## src/rtl/window_pkg.sv

```systemverilog
// Shared definitions for the 3x3 window sequencing path: controller state
// encoding, kernel size and default coordinate widths.
package window_pkg;

    typedef enum logic [1:0] {
        ST_IDLE  = 2'd0,
        ST_RUN   = 2'd1,
        ST_DRAIN = 2'd2
    } state_t;

    localparam int F              = 3;
    localparam int DEF_IMG_WIDTH  = 8;
    localparam int DEF_IMG_HEIGHT = 8;

    // Width of a counter that must hold 0..n-1 (at least one bit).
    function automatic int cnt_w(input int n);
        return (n <= 2) ? 1 : $clog2(n);
    endfunction

    localparam int X_W = cnt_w(DEF_IMG_WIDTH);
    localparam int Y_W = cnt_w(DEF_IMG_HEIGHT);

endpackage

```

## src/rtl/window_ctrl_raster_counter.sv

```systemverilog
// raster_counter: column/row position of the next pixel of a raster frame.
// inc advances one pixel, wrapping at the row end and at the frame end.
// clr returns to the origin; clr together with inc counts the current pixel
// as the origin, so the next position is (1,0).
module raster_counter
    import window_pkg::*;
#(
    parameter int COLS = DEF_IMG_WIDTH,
    parameter int ROWS = DEF_IMG_HEIGHT,
    parameter int CW   = $clog2(COLS),
    parameter int RW   = $clog2(ROWS)
) (
    input  logic          clk,
    input  logic          rst,
    input  logic          clr,
    input  logic          inc,
    output logic [CW-1:0] col,
    output logic [RW-1:0] row,
    output logic          last
);

    logic [CW-1:0] col_q, col_d;
    logic [RW-1:0] row_q, row_d;

    // Next position: restart, wrap at row end / frame end, or plain advance.
    always_comb begin
        col_d = col_q;
        row_d = row_q;
        if (inc) begin
            if (clr) begin
                col_d = CW'(1);
                row_d = '0;
            end else if (col_q == CW'(COLS - 1)) begin
                col_d = '0;
                row_d = (row_q == RW'(ROWS - 1)) ? '0 : row_q + RW'(1);
            end else begin
                col_d = col_q + CW'(1);
            end
        end else if (clr) begin
            col_d = '0;
            row_d = '0;
        end
    end

    // Position registers.
    always_ff @(posedge clk) begin
        if (rst) begin
            col_q <= '0;
            row_q <= '0;
        end else begin
            col_q <= col_d;
            row_q <= row_d;
        end
    end

    assign col  = col_q;
    assign row  = row_q;
    assign last = (col_q == CW'(COLS - 1)) && (row_q == RW'(ROWS - 1));

endmodule

```

## src/rtl/window_ctrl.sv

```systemverilog
// window_ctrl: sequencing controller for the 3x3 line-buffer window
// generator. Accepts raster pixels, drives the generator clock enable
// (buf_en), flags beats whose window is a full border-free neighbourhood,
// stalls on downstream backpressure and issues one drain beat per frame.
// Optional feature: define WINDOW_CTRL_SOF_CHECK_EN to check in_sof against
// the pixel count (sticky err_sof, frame restart on an early in_sof).
module window_ctrl
    import window_pkg::*;
#(
    parameter int IMG_WIDTH  = 8,
    parameter int IMG_HEIGHT = 8,
    parameter int F          = 3
) (
    input  logic                          clk,
    input  logic                          rst,
    input  logic                          in_valid,
    output logic                          in_ready,
    input  logic                          in_sof,
    output logic                          buf_en,
    output logic                          win_valid,
    input  logic                          out_ready,
    output logic [$clog2(IMG_WIDTH)-1:0]  win_x,
    output logic [$clog2(IMG_HEIGHT)-1:0] win_y,
    output logic                          win_last,
    output logic                          busy,
    output logic                          err_sof
);

    localparam int XW   = $clog2(IMG_WIDTH);
    localparam int YW   = $clog2(IMG_HEIGHT);
    localparam int HALF = F / 2;

    state_t        state_q, state_d;
    logic          busy_q, busy_d;
    logic          pend_q, pend_d;
    logic [XW-1:0] px_q, px_d;
    logic [YW-1:0] py_q, py_d;
    logic          plast_q, plast_d;
    logic          win_valid_q, win_valid_d;
    logic [XW-1:0] win_x_q, win_x_d;
    logic [YW-1:0] win_y_q, win_y_d;
    logic          win_last_q, win_last_d;
    logic          err_q, err_d;

    logic          stall, accept, drain_fire, beat;
    logic          sof_restart, sof_missing, win_px;
    logic [XW-1:0] col;
    logic [YW-1:0] row;
    logic          pix_last;

    raster_counter #(
        .COLS (IMG_WIDTH),
        .ROWS (IMG_HEIGHT),
        .CW   (XW),
        .RW   (YW)
    ) u_cnt (
        .clk  (clk),
        .rst  (rst),
        .clr  (sof_restart),
        .inc  (accept),
        .col  (col),
        .row  (row),
        .last (pix_last)
    );

    // Handshake and beat generation; a held window freezes the whole path.
    always_comb begin
        stall      = win_valid_q && !out_ready;
        in_ready   = !rst && (state_q != ST_DRAIN) && !stall;
        accept     = in_valid && in_ready;
        drain_fire = !rst && (state_q == ST_DRAIN) && !stall;
        beat       = accept || drain_fire;
        buf_en     = beat;
    end

`ifdef WINDOW_CTRL_SOF_CHECK_EN
    // Frame-start check: early in_sof restarts the frame, missing in_sof is flagged.
    always_comb begin
        sof_restart = accept && in_sof && ((col != '0) || (row != '0));
        sof_missing = accept && (state_q == ST_IDLE) && !in_sof;
    end
`else
    logic unused_sof;
    assign unused_sof = in_sof;

    // Frames are delimited by counting only.
    always_comb begin
        sof_restart = 1'b0;
        sof_missing = 1'b0;
    end
`endif

    // Pending-window latch and output window registers.
    always_comb begin
        win_px      = !sof_restart && (col >= XW'(F - 1)) && (row >= YW'(F - 1));
        pend_d      = pend_q;
        px_d        = px_q;
        py_d        = py_q;
        plast_d     = plast_q;
        win_valid_d = win_valid_q;
        win_x_d     = win_x_q;
        win_y_d     = win_y_q;
        win_last_d  = win_last_q;
        err_d       = err_q || sof_restart || sof_missing;
        if (beat) begin
            pend_d = accept && win_px;
        end
        if (accept) begin
            px_d    = col - XW'(HALF);
            py_d    = row - YW'(HALF);
            plast_d = pix_last;
        end
        // The pending pixel reaches the bottom-right tap on the next beat.
        if (beat && pend_q) begin
            win_valid_d = 1'b1;
            win_x_d     = px_q;
            win_y_d     = py_q;
            win_last_d  = plast_q;
        end else if (out_ready) begin
            win_valid_d = 1'b0;
        end
    end

    // Next-state logic: IDLE -> RUN on first pixel, RUN -> DRAIN on last pixel.
    always_comb begin
        state_d = state_q;
        unique case (state_q)
            ST_IDLE:  if (accept) state_d = ST_RUN;
            ST_RUN:   if (accept && pix_last && !sof_restart) state_d = ST_DRAIN;
            ST_DRAIN: if (drain_fire) state_d = ST_IDLE;
            default:  state_d = ST_IDLE;
        endcase
        busy_d = (state_d != ST_IDLE);
    end

    // State, flags and window registers.
    always_ff @(posedge clk) begin
        if (rst) begin
            state_q     <= ST_IDLE;
            busy_q      <= 1'b0;
            pend_q      <= 1'b0;
            px_q        <= '0;
            py_q        <= '0;
            plast_q     <= 1'b0;
            win_valid_q <= 1'b0;
            win_x_q     <= '0;
            win_y_q     <= '0;
            win_last_q  <= 1'b0;
            err_q       <= 1'b0;
        end else begin
            state_q     <= state_d;
            busy_q      <= busy_d;
            pend_q      <= pend_d;
            px_q        <= px_d;
            py_q        <= py_d;
            plast_q     <= plast_d;
            win_valid_q <= win_valid_d;
            win_x_q     <= win_x_d;
            win_y_q     <= win_y_d;
            win_last_q  <= win_last_d;
            err_q       <= err_d;
        end
    end

    assign win_valid = win_valid_q;
    assign win_x     = win_x_q;
    assign win_y     = win_y_q;
    assign win_last  = win_last_q;
    assign busy      = busy_q;
    assign err_sof   = err_q;

endmodule

```

## config.mk

```make
export PLATFORM = sky130hd
export DESIGN_NAME = window_ctrl
export DESIGN_NICKNAME = d
export VERILOG_FILES = /design/src/rtl/window_pkg.sv /design/src/rtl/window_ctrl_raster_counter.sv /design/src/rtl/window_ctrl.sv
export SDC_FILE = /design/constraint.sdc
export NUM_CORES = 1
export LEC_CHECK = 0
export BUFFER_PORTS_ARGS = -buffer_cell sky130_fd_sc_hd__buf_2
export CAP_MARGIN = 20
export CORE_MARGIN = 10
export CORE_UTILIZATION = 55
export DETAILED_ROUTE_END_ITERATION = 16
export GPL_TIMING_DRIVEN = 1
export PLACE_DENSITY = 0.88
export SYNTH_ARGS = -nofsm -noshare
export SYNTH_HDL_FRONTEND = slang
export SYNTH_HIERARCHICAL = 1
export SYNTH_SLANG_ARGS = --single-unit
```

## constraint.sdc

```tcl
create_clock -name clk -period 4.5 [get_ports clk]
set_input_delay 1.35 -clock clk [delete_from_list [all_inputs] [get_ports clk]]
set_output_delay 1.35 -clock clk [all_outputs]
set_load 0.1 [all_outputs]
```

==> results.py, run 1 <==
metrics = {
    "global_route": {
        "antenna_found_initial": 0,
        "grt_usage": 0.0970,
        "grt_max_degree": 15,
        "overflow": 0,
        "grt_pass1_wl_mm": 3.40,
        "grt_pass1_vias": 777,
    },
    "sta": {
        "fmax_ghz": 0.272,
        "timing.final.max_slew_violations": 0,
        "fin_hold_ws_ps": 465,
        "period_minus_slack_ps": 3680,
        "setup_viol": 0,
        "layout_setup_ws_ps": 825,
        "finalCritPeriodShare": 0.817,
        "hold_viol_final": 0,
        "grt_setup_unrepaired": "false",
        "finalClockSkew_ps": 3.80,
        "tns_ps": 0,
    },
    "floorplanning": {
        "rows": 16,
        "dieArea_um2": 4390,
        "die_h_um": 66.3,
        "die-width_um": 66.3,
        "boundaryPins": 17,
        "start_util": 0.588,
        "coreArea_um2": 2000,
    },
    "pwr": {
        "p_leak_uw": 0.000611,
        "power_density_nw_per_um2": 287,
        "p_total_uw": 371,
        "peakVddDrop_mv": 0.206,
    },
    "yosys": {
        "yosys.area.top_type": "dfxtp_1",
        "synth_common_cells": "dfxtp_1, mux2i_1, nand2_1",
        "synth_top_family_by_area": "simple AND/OR/NAND/NOR gates",
        "synth_area_leaders": "dfxtp_1, mux2i_1, ha_1, nand2_1, nor2b_1",
        "syn_area_per_cell_um2": 10.4,
        "synth-simple-area-share": 0.162,
        "ys_seq_elements": 25,
        "synth-xor-area-share": 0.0149,
        "synth_top_area_share": 0.425,
        "synth-edff-count": 0,
        "yosys_warnings": 6,
        "synth_compound_area_frac": 0.135,
        "yosysSeqAreaShare": 0.425,
        "syn_inst": 113,
        "synth_fa_ha_area_frac": 0.0638,
        "synth.mux.area_fraction": 0.145,
        "ys_async_sr_fraction": 0,
        "synth_area_um2": 1180,
        "post-synth-top-count-cell": "dfxtp_1",
        "ys.flop_type": "dfxtp_1",
        "synth_cell_type_count": 34,
    },
    "clock_tree": {
        "clkSinkCount": 25,
        "clock_latency_ps": 310,
        "clk_pin_slew_ps": 130,
        "ctsLongestPathBuffers": 2,
        "postCtsSetupBuffers": 0,
        "cts_hold_buffers": 0,
        "cts_buffers": 3,
        "clockRootBuffer": "clkbuf_4",
        "cts_tree": "yes",
        "htreeDepth": 1,
        "cts-resized-gates": 0,
    },
    "placed_design": {
        "gp_congestion": 0.700,
        "dp_slack_ps": 843,
        "portBuffers": 14,
        "place_hpwl_mm": 1.55,
    },
    "worst_setup_path": {
        "crit_path_max_fanout": 6,
        "cp_cell_sequence": "buf_2 > nand2b_2 > o21ai_0 > nor2_1 > buf_2",
        "crit_required_ps": 3150,
        "crit_path_top_delay_cell": "buf_2",
        "path_common_cell": "buf_2",
        "endpoint_kind": "output port",
        "critPathArrivalTime_ps": 2330,
        "critical_path_class": "primary input to output port",
        "reg2reg_setup_slack_ps": 2800,
        "start_kind": "primary input",
        "slowest_delay_ps": 430,
    },
    "drt": {
        "detail_route.wl_per_cell_um": 12.8,
        "totalWireLength_mm": 2.01,
        "vias": 809,
        "drtIter0Drc": 13,
        "final_antenna_net_count": 0,
        "viasPerCell": 5.15,
        "drt_drc_violations_left": 0,
        "drtPass1Iterations": 4,
    },
    "cells_and_area": {
        "antenna_cells": 0,
        "num-nets-final": 142,
        "layout-drive-gt1-share": 0.231,
        "area_delta_synth_final_pct": 9.88,
    },
    "min_path": {
        "hold_path.class": "register to register",
    },
    "status": {
        "status": "finished, final reports clean",
    },
    "job": {
        "drv_cap": 0,
    },
}
## per-layer routing
| layer | global-route usage | vias up | share of wire |
|---|---|---|---|
| li1 | - | 420 | - |
| met5 | 0 | - | 0 |
| met3 | 0.0237 | 2 | 0.056 |
| met1 | 0.101 | 372 | 0.45 |
| met4 | 0.0550 | 0 | 0.011 |
| met2 | 0.172 | 15 | 0.48 |
## metrics by stage
stage                     instance area [um^2]  instances  utilization
after floorplan                           1190        116            -
after global placement                    1270        153        0.633
after detailed placement                  1270        153        0.633
after CTS                                 1290        157        0.646
after global routing                      1290        157        0.646
final                                     1290        157        0.646
## critical path: cells and delay by family
family          cells  cell delay (ps)
buf+inv             2              520
compound gates      1              150
simple gates        2              300
## placed cells by master (no fill, tap or decap), types with 3 or more instances in the layout
cell type and instances:
ha_1 6, dfxtp_1 25, nand2_1 13, a21oi_1 5, mux2i_1 14, clkbuf_4 3, buf_2 14, nor2b_1 5
nor2_1 4, inv_1 7, conb_1 4
## path summary, 6_finish.rpt
path	cells after the start	end	startpoint
max	5	buf_en	out_ready
min	2	win_y[1]$_SDFFE_PP0P_	win_y[1]$_SDFFE_PP0P_
max reg2reg	5	u_cnt/col[0]$_SDFFE_PP0P_	state_q[1]$_SDFF_PP0_
min reg2reg	2	win_y[1]$_SDFFE_PP0P_	win_y[1]$_SDFFE_PP0P_
## state kept, by name, summed over array words and instances (netlist names)
name and cells:
win_x 3, win_valid 1, u_cnt/row 3, pend_q 1, u_cnt/col 3, state_q 2, busy 1, py_q 3
plast_q 1, win_last 1, px_q 3, win_y 3
## power breakdown
part	internal, uW	total (uW)	leakage, uW	switching (uW)
clock	33.2	96.8	0.0000177	63.6
sequential	229	232	0.000204	3.25
combinational	11.4	42.7	0.000389	31.2
## cell type report
type | instances | area (um^2)
clock buffer | 3 | 22.5
clock inverter | 1 | 5.00
fill | 162 | 708
inverter | 8 | 30.0
multi-input combinational | 79 | 632
sequential | 25 | 500
tap | 27 | 33.8
timing repair buffer | 14 | 70.1
## logic make-up (layout without fill, tap and decap cells)
family / after synthesis / in the layout
compound gates: 18 / 18
xor+xnor: 2 / 2
fa+ha+maj: 6 / 6
buf+inv: 12 / 26
other cells: 1 / 4
flops: 25 / 25
simple gates: 33 / 33
mux: 16 / 16
No activity file was read; power rests on OpenSTA's default activity.
==> run 2, diff against run 1 <==
clock period = 3.75 ns   (was 4.5 ns; I/O delays follow)
==> results.py, run 2 (synthesized netlist as in run 1, its figures left out) <==
metrics = {
    "pwr": {
        "seqPwrFrac": 0.624,
        "p_int_uw": 328,
        "peakVddDrop_mv": 0.199,
        "p_sw_frac": 0.264,
        "p_leak_uw": 0.000611,
        "clkPwrFrac": 0.260,
        "switching_power_uw": 118,
        "power_density_nw_per_um2": 344,
        "power_frac_comb": 0.116,
    },
    "drt": {
        "drt_drc_violations_left": 0,
        "detail_route.wl_per_cell_um": 12.5,
        "final_antenna_net_count": 0,
        "viasPerCell": 5.08,
        "vias": 798,
        "totalWireLength_mm": 1.97,
        "drtPass1Iterations": 4,
        "drtIter0Drc": 32,
    },
    "floorplanning": {
        "die-width_um": 66.3,
        "coreArea_um2": 2000,
        "dieArea_um2": 4390,
        "boundaryPins": 17,
        "start_util": 0.588,
        "rows": 16,
        "die_h_um": 66.3,
    },
    "placed_design": {
        "portBuffers": 14,
        "dp_slack_ps": 488,
        "post_dp_cell_area_um2": 1270,
        "dp.cells": 153,
        "place_hpwl_mm": 1.60,
        "gp_congestion": 0.697,
    },
    "worst_setup_path": {
        "path_common_cell": "buf_2",
        "critical_path_class": "primary input to output port",
        "crit_start": "out_ready",
        "r2r-start": "state_q[1]$_SDFF_PP0_",
        "start_kind": "primary input",
        "critPathArrivalTime_ps": 2130,
        "cp-endpoint": "buf_en",
        "reg2reg_depth": 5,
        "cp_cell_sequence": "buf_2 > nand2b_2 > o21ai_0 > nor2_2 > buf_2",
        "slowest_delay_ps": 430,
        "cp.depth": 5,
        "crit_path_top_delay_cell": "buf_2",
        "crit_path_max_fanout": 6,
        "path_delay_family": "buffers and inverters",
        "endpoint_kind": "output port",
        "crit_required_ps": 2620,
        "r2r-end": "u_cnt/col[0]$_SDFFE_PP0P_",
        "reg2reg_setup_slack_ps": 2060,
        "critical_path_buf_inv_count": 2,
    },
    "global_route": {
        "grt_pass1_vias": 791,
        "grt_max_degree": 15,
        "grt_usage": 0.0968,
        "grt_pass1_wl_mm": 3.43,
        "overflow": 0,
        "antenna_found_initial": 0,
    },
    "clock_tree": {
        "clk_pin_slew_ps": 130,
        "cts-resized-gates": 0,
        "ctsLongestPathBuffers": 2,
        "cts_buffers": 3,
        "clockRootBuffer": "clkbuf_4",
        "clkSinkCount": 25,
        "cts_hold_buffers": 0,
        "cts_tree": "yes",
        "htreeDepth": 1,
        "postCtsSetupBuffers": 0,
        "clock_latency_ps": 310,
    },
    "cells_and_area": {
        "final_cells": 157,
        "layout-drive-gt1-share": 0.238,
        "design_area_um2": 1300,
        "fill_cells": 176,
        "antenna_cells": 0,
        "layout_common_cells": "dfxtp_1, mux2i_1, buf_2",
        "area_delta_synth_final_pct": 10.1,
        "num-nets-final": 142,
        "final_common_cell": "dfxtp_1",
    },
    "sta": {
        "timing.final.max_slew_violations": 0,
        "layout_setup_ws_ps": 491,
        "grt_setup_unrepaired": "false",
        "fin_hold_ws_ps": 462,
        "tns_ps": 0,
        "setup_viol": 0,
        "hold_viol_final": 0,
        "finalClockSkew_ps": 5.26,
        "finalCritPeriodShare": 0.869,
        "fmax_ghz": 0.307,
        "period_minus_slack_ps": 3260,
    },
    "job": {
        "drv_cap": 0,
    },
    "status": {
        "status": "finished, final reports clean",
    },
    "min_path": {
        "hold_path.class": "register to register",
    },
}
run 2: cell counts in the layout (fill, tap and decap cells not counted):
No cell type changed its count.
run 2: tightest hold or removal path, delay by kind of cell, from the launching register on:
kind | cells | cell delay [ps]
flip-flops | 1 | 330
AND/OR/NAND/NOR | 1 | 50
multiplexers | 1 | 50
run 2: power groups by stage:
stage                     Clock [uW]  Sequential [uW]  Combinational (uW)
final                            116              278                51.7
after global routing             130              279                55.7
after CTS                        120              278                52.0
after detailed placement           0              284                51.9
after global placement             0              284                49.9
after floorplan                    0              289                39.5
run 2: metrics by stage:
step | power (uW) | util
3_3_place_gp | 333 | 0.634
6_report | 446 | 0.648
3_5_place_dp | 336 | 0.634
5_1_grt | 465 | 0.648
4_1_cts | 451 | 0.648
2_1_floorplan | 328 | -
run 2: worst min-delay path by stage:
stage | from | end | slack [ps] | cells past startpoint
4_1_cts | win_y[2]$_SDFFE_PP0P_ | win_y[2]$_SDFFE_PP0P_ | 470 | 2
3_5_place_dp | win_y[2]$_SDFFE_PP0P_ | win_y[2]$_SDFFE_PP0P_ | 450 | 2
6_report | win_y[1]$_SDFFE_PP0P_ | win_y[1]$_SDFFE_PP0P_ | 460 | 2
5_1_grt | win_y[2]$_SDFFE_PP0P_ | win_y[2]$_SDFFE_PP0P_ | 490 | 2
2_1_floorplan | px_q[0]$_SDFFE_PP0P_ | win_x[0]$_SDFFE_PP0P_ | 440 | 2
3_3_place_gp | win_y[0]$_SDFFE_PP0P_ | win_y[0]$_SDFFE_PP0P_ | 440 | 2
run 2: area by class of cell:
type	count	area [um^2]	share of cell area
multi-input combinational	79	634	0.489
timing repair buffer	14	70.1	0.0541
clock inverter	1	5.00	0.00386
inverter	8	30.0	0.0232
clock buffer	3	22.5	0.0174
sequential	25	500	0.386
tap	27	33.8	0.0261
run 2: per-layer routing:
| metal | global-route usage | part of all wire | up-vias |
|---|---|---|---|
| met5 | 0 | 0 | - |
| met4 | 0.0393 | 0.0046 | 0 |
| met3 | 0.0271 | 0.058 | 2 |
| met2 | 0.169 | 0.48 | 11 |
| met1 | 0.107 | 0.46 | 366 |
| li1 | - | - | 419 |
==> run 3, diff against run 2 <==
--- a/config.mk
+++ b/config.mk
@@ -7,5 +7,5 @@
 export LEC_CHECK = 0
 export BUFFER_PORTS_ARGS = -buffer_cell sky130_fd_sc_hd__buf_2
-export CAP_MARGIN = 20
+export CAP_MARGIN = 10
 export CORE_MARGIN = 10
 export CORE_UTILIZATION = 55
==> constraint.sdc (replaced) <==
create_clock -name clk -period 3.75 [get_ports clk]
set_input_delay 1.125 -clock clk [delete_from_list [all_inputs] [get_ports clk]]
set_output_delay 1.125 -clock clk [all_outputs]
set_load 0.005 [all_outputs]
==> results.py, run 3 (synthesized netlist as in run 1, its figures left out) <==
metrics = {
    "cells_and_area": {
        "design_area_um2": 1290,
        "num-nets-final": 142,
        "antenna_cells": 0,
        "layout_common_cells": "dfxtp_1, mux2i_1, buf_2",
        "layout-drive-gt1-share": 0.215,
        "utilization": 0.643,
        "area_delta_synth_final_pct": 9.35,
        "final_common_cell": "dfxtp_1",
    },
    "placed_design": {
        "gp_congestion": 0.730,
        "post_dp_cell_area_um2": 1260,
        "portBuffers": 14,
        "place_hpwl_mm": 1.57,
    },
    "worst_setup_path": {
        "critical_path_class": "primary input to output port",
        "crit_path_max_fanout": 6,
        "r2r-start": "state_q[1]$_SDFF_PP0_",
        "endpoint_kind": "output port",
        "start_kind": "primary input",
        "critPathArrivalTime_ps": 1820,
        "crit_start": "out_ready",
        "crit_required_ps": 2620,
    },
    "pwr": {
        "p_leak_uw": 0.000607,
        "power_density_nw_per_um2": 331,
        "p_total_uw": 427,
        "peakVddDrop_mv": 0.231,
    },
    "drt": {
        "drtPass1Iterations": 4,
        "final_antenna_net_count": 0,
        "viasPerCell": 5.11,
        "detail_route.wl_per_cell_um": 12.7,
        "drt_drc_violations_left": 0,
        "totalWireLength_mm": 2.00,
        "drtIter0Drc": 19,
        "vias": 803,
    },
    "sta": {
        "grt_setup_unrepaired": "false",
        "timing.final.max_slew_violations": 0,
        "finalClockSkew_ps": 4.08,
        "fmax_ghz": 0.340,
        "finalCritPeriodShare": 0.785,
        "period_minus_slack_ps": 2940,
        "hold_viol_final": 0,
        "tns_ps": 0,
        "setup_viol": 0,
    },
    "clock_tree": {
        "clockRootBuffer": "clkbuf_4",
        "ctsLongestPathBuffers": 2,
        "clkSinkCount": 25,
        "cts_buffers": 3,
        "cts_tree": "yes",
        "clock_latency_ps": 300,
        "cts_hold_buffers": 0,
        "postCtsSetupBuffers": 0,
        "htreeDepth": 1,
        "clk_pin_slew_ps": 130,
        "cts-resized-gates": 0,
    },
    "min_path": {
        "hold_path.class": "register to register",
        "hp-start": "win_y[0]$_SDFFE_PP0P_",
    },
    "global_route": {
        "grt_usage": 0.0983,
        "grt_max_degree": 15,
        "antenna_found_initial": 0,
        "grt_pass1_vias": 804,
        "grt_pass1_wl_mm": 3.47,
        "overflow": 0,
    },
    "floorplanning": {
        "boundaryPins": 17,
        "die-width_um": 66.3,
        "dieArea_um2": 4390,
        "die_h_um": 66.3,
        "coreArea_um2": 2000,
        "start_util": 0.588,
        "rows": 16,
    },
    "job": {
        "drv_cap": 0,
    },
    "status": {
        "status": "finished, final reports clean",
    },
}
## run 3: cell types whose count changed in the layout (fill, tap and decap cells not counted), sizes merged
cell and delta:
clkbuf +1, clkinv -1
## run 3: worst max-delay path: stages
cell	delay, ps
buf_2	100
nand2b_2	250
o21ai_0	150
nor2_1	60
buf_2	130
## run 3: cell type report
| cell class | instances | area (um^2) |
|---|---|---|
| clock buffer | 4 | 26.3 |
| fill | 156 | 714 |
| inverter | 8 | 30.0 |
| multi-input combinational | 79 | 627 |
| sequential | 25 | 500 |
| tap | 27 | 33.8 |
| timing repair buffer | 14 | 70.1 |
## run 3: worst paths after layout
path | endpoint | slack [ps] | cells past startpoint
max | buf_en | 810 | 5
min | win_y[0]$_SDFFE_PP0P_ | 460 | 2
max reg2reg | u_cnt/col[0]$_SDFFE_PP0P_ | 2030 | 5
min reg2reg | win_y[0]$_SDFFE_PP0P_ | 460 | 2
## run 3: report_power, final
part | internal (uW) | total, uW | leakage (uW) | switching, uW
Sequential | 274 | 278 | 0.000204 | 4.00
Clock | 41.4 | 116 | 0.0000150 | 74.1
Combinational | 13.5 | 33.0 | 0.000388 | 19.5
Total | 329 | 427 | 0.000607 | 97.6
## run 3: per-layer routing
layer	GRT usage	wire, um	share of wire
met5	0	0	0
met3	0.0288	100	0.050
met4	0.0314	9	0.0045
met1	0.109	932	0.47
met2	0.175	953	0.48
## run 3: through the flow
| stage | hold slack (ps) | instances | worst slack [ps] |
|---|---|---|---|
| 3_5_place_dp | 451 | 153 | 807 |
| 4_1_cts | 469 | 157 | 802 |
| 2_1_floorplan | 443 | 116 | 1080 |
| 3_3_place_gp | 442 | 153 | 830 |
| 5_1_grt | 498 | 157 | 756 |
| 6_report | 463 | 157 | 805 |
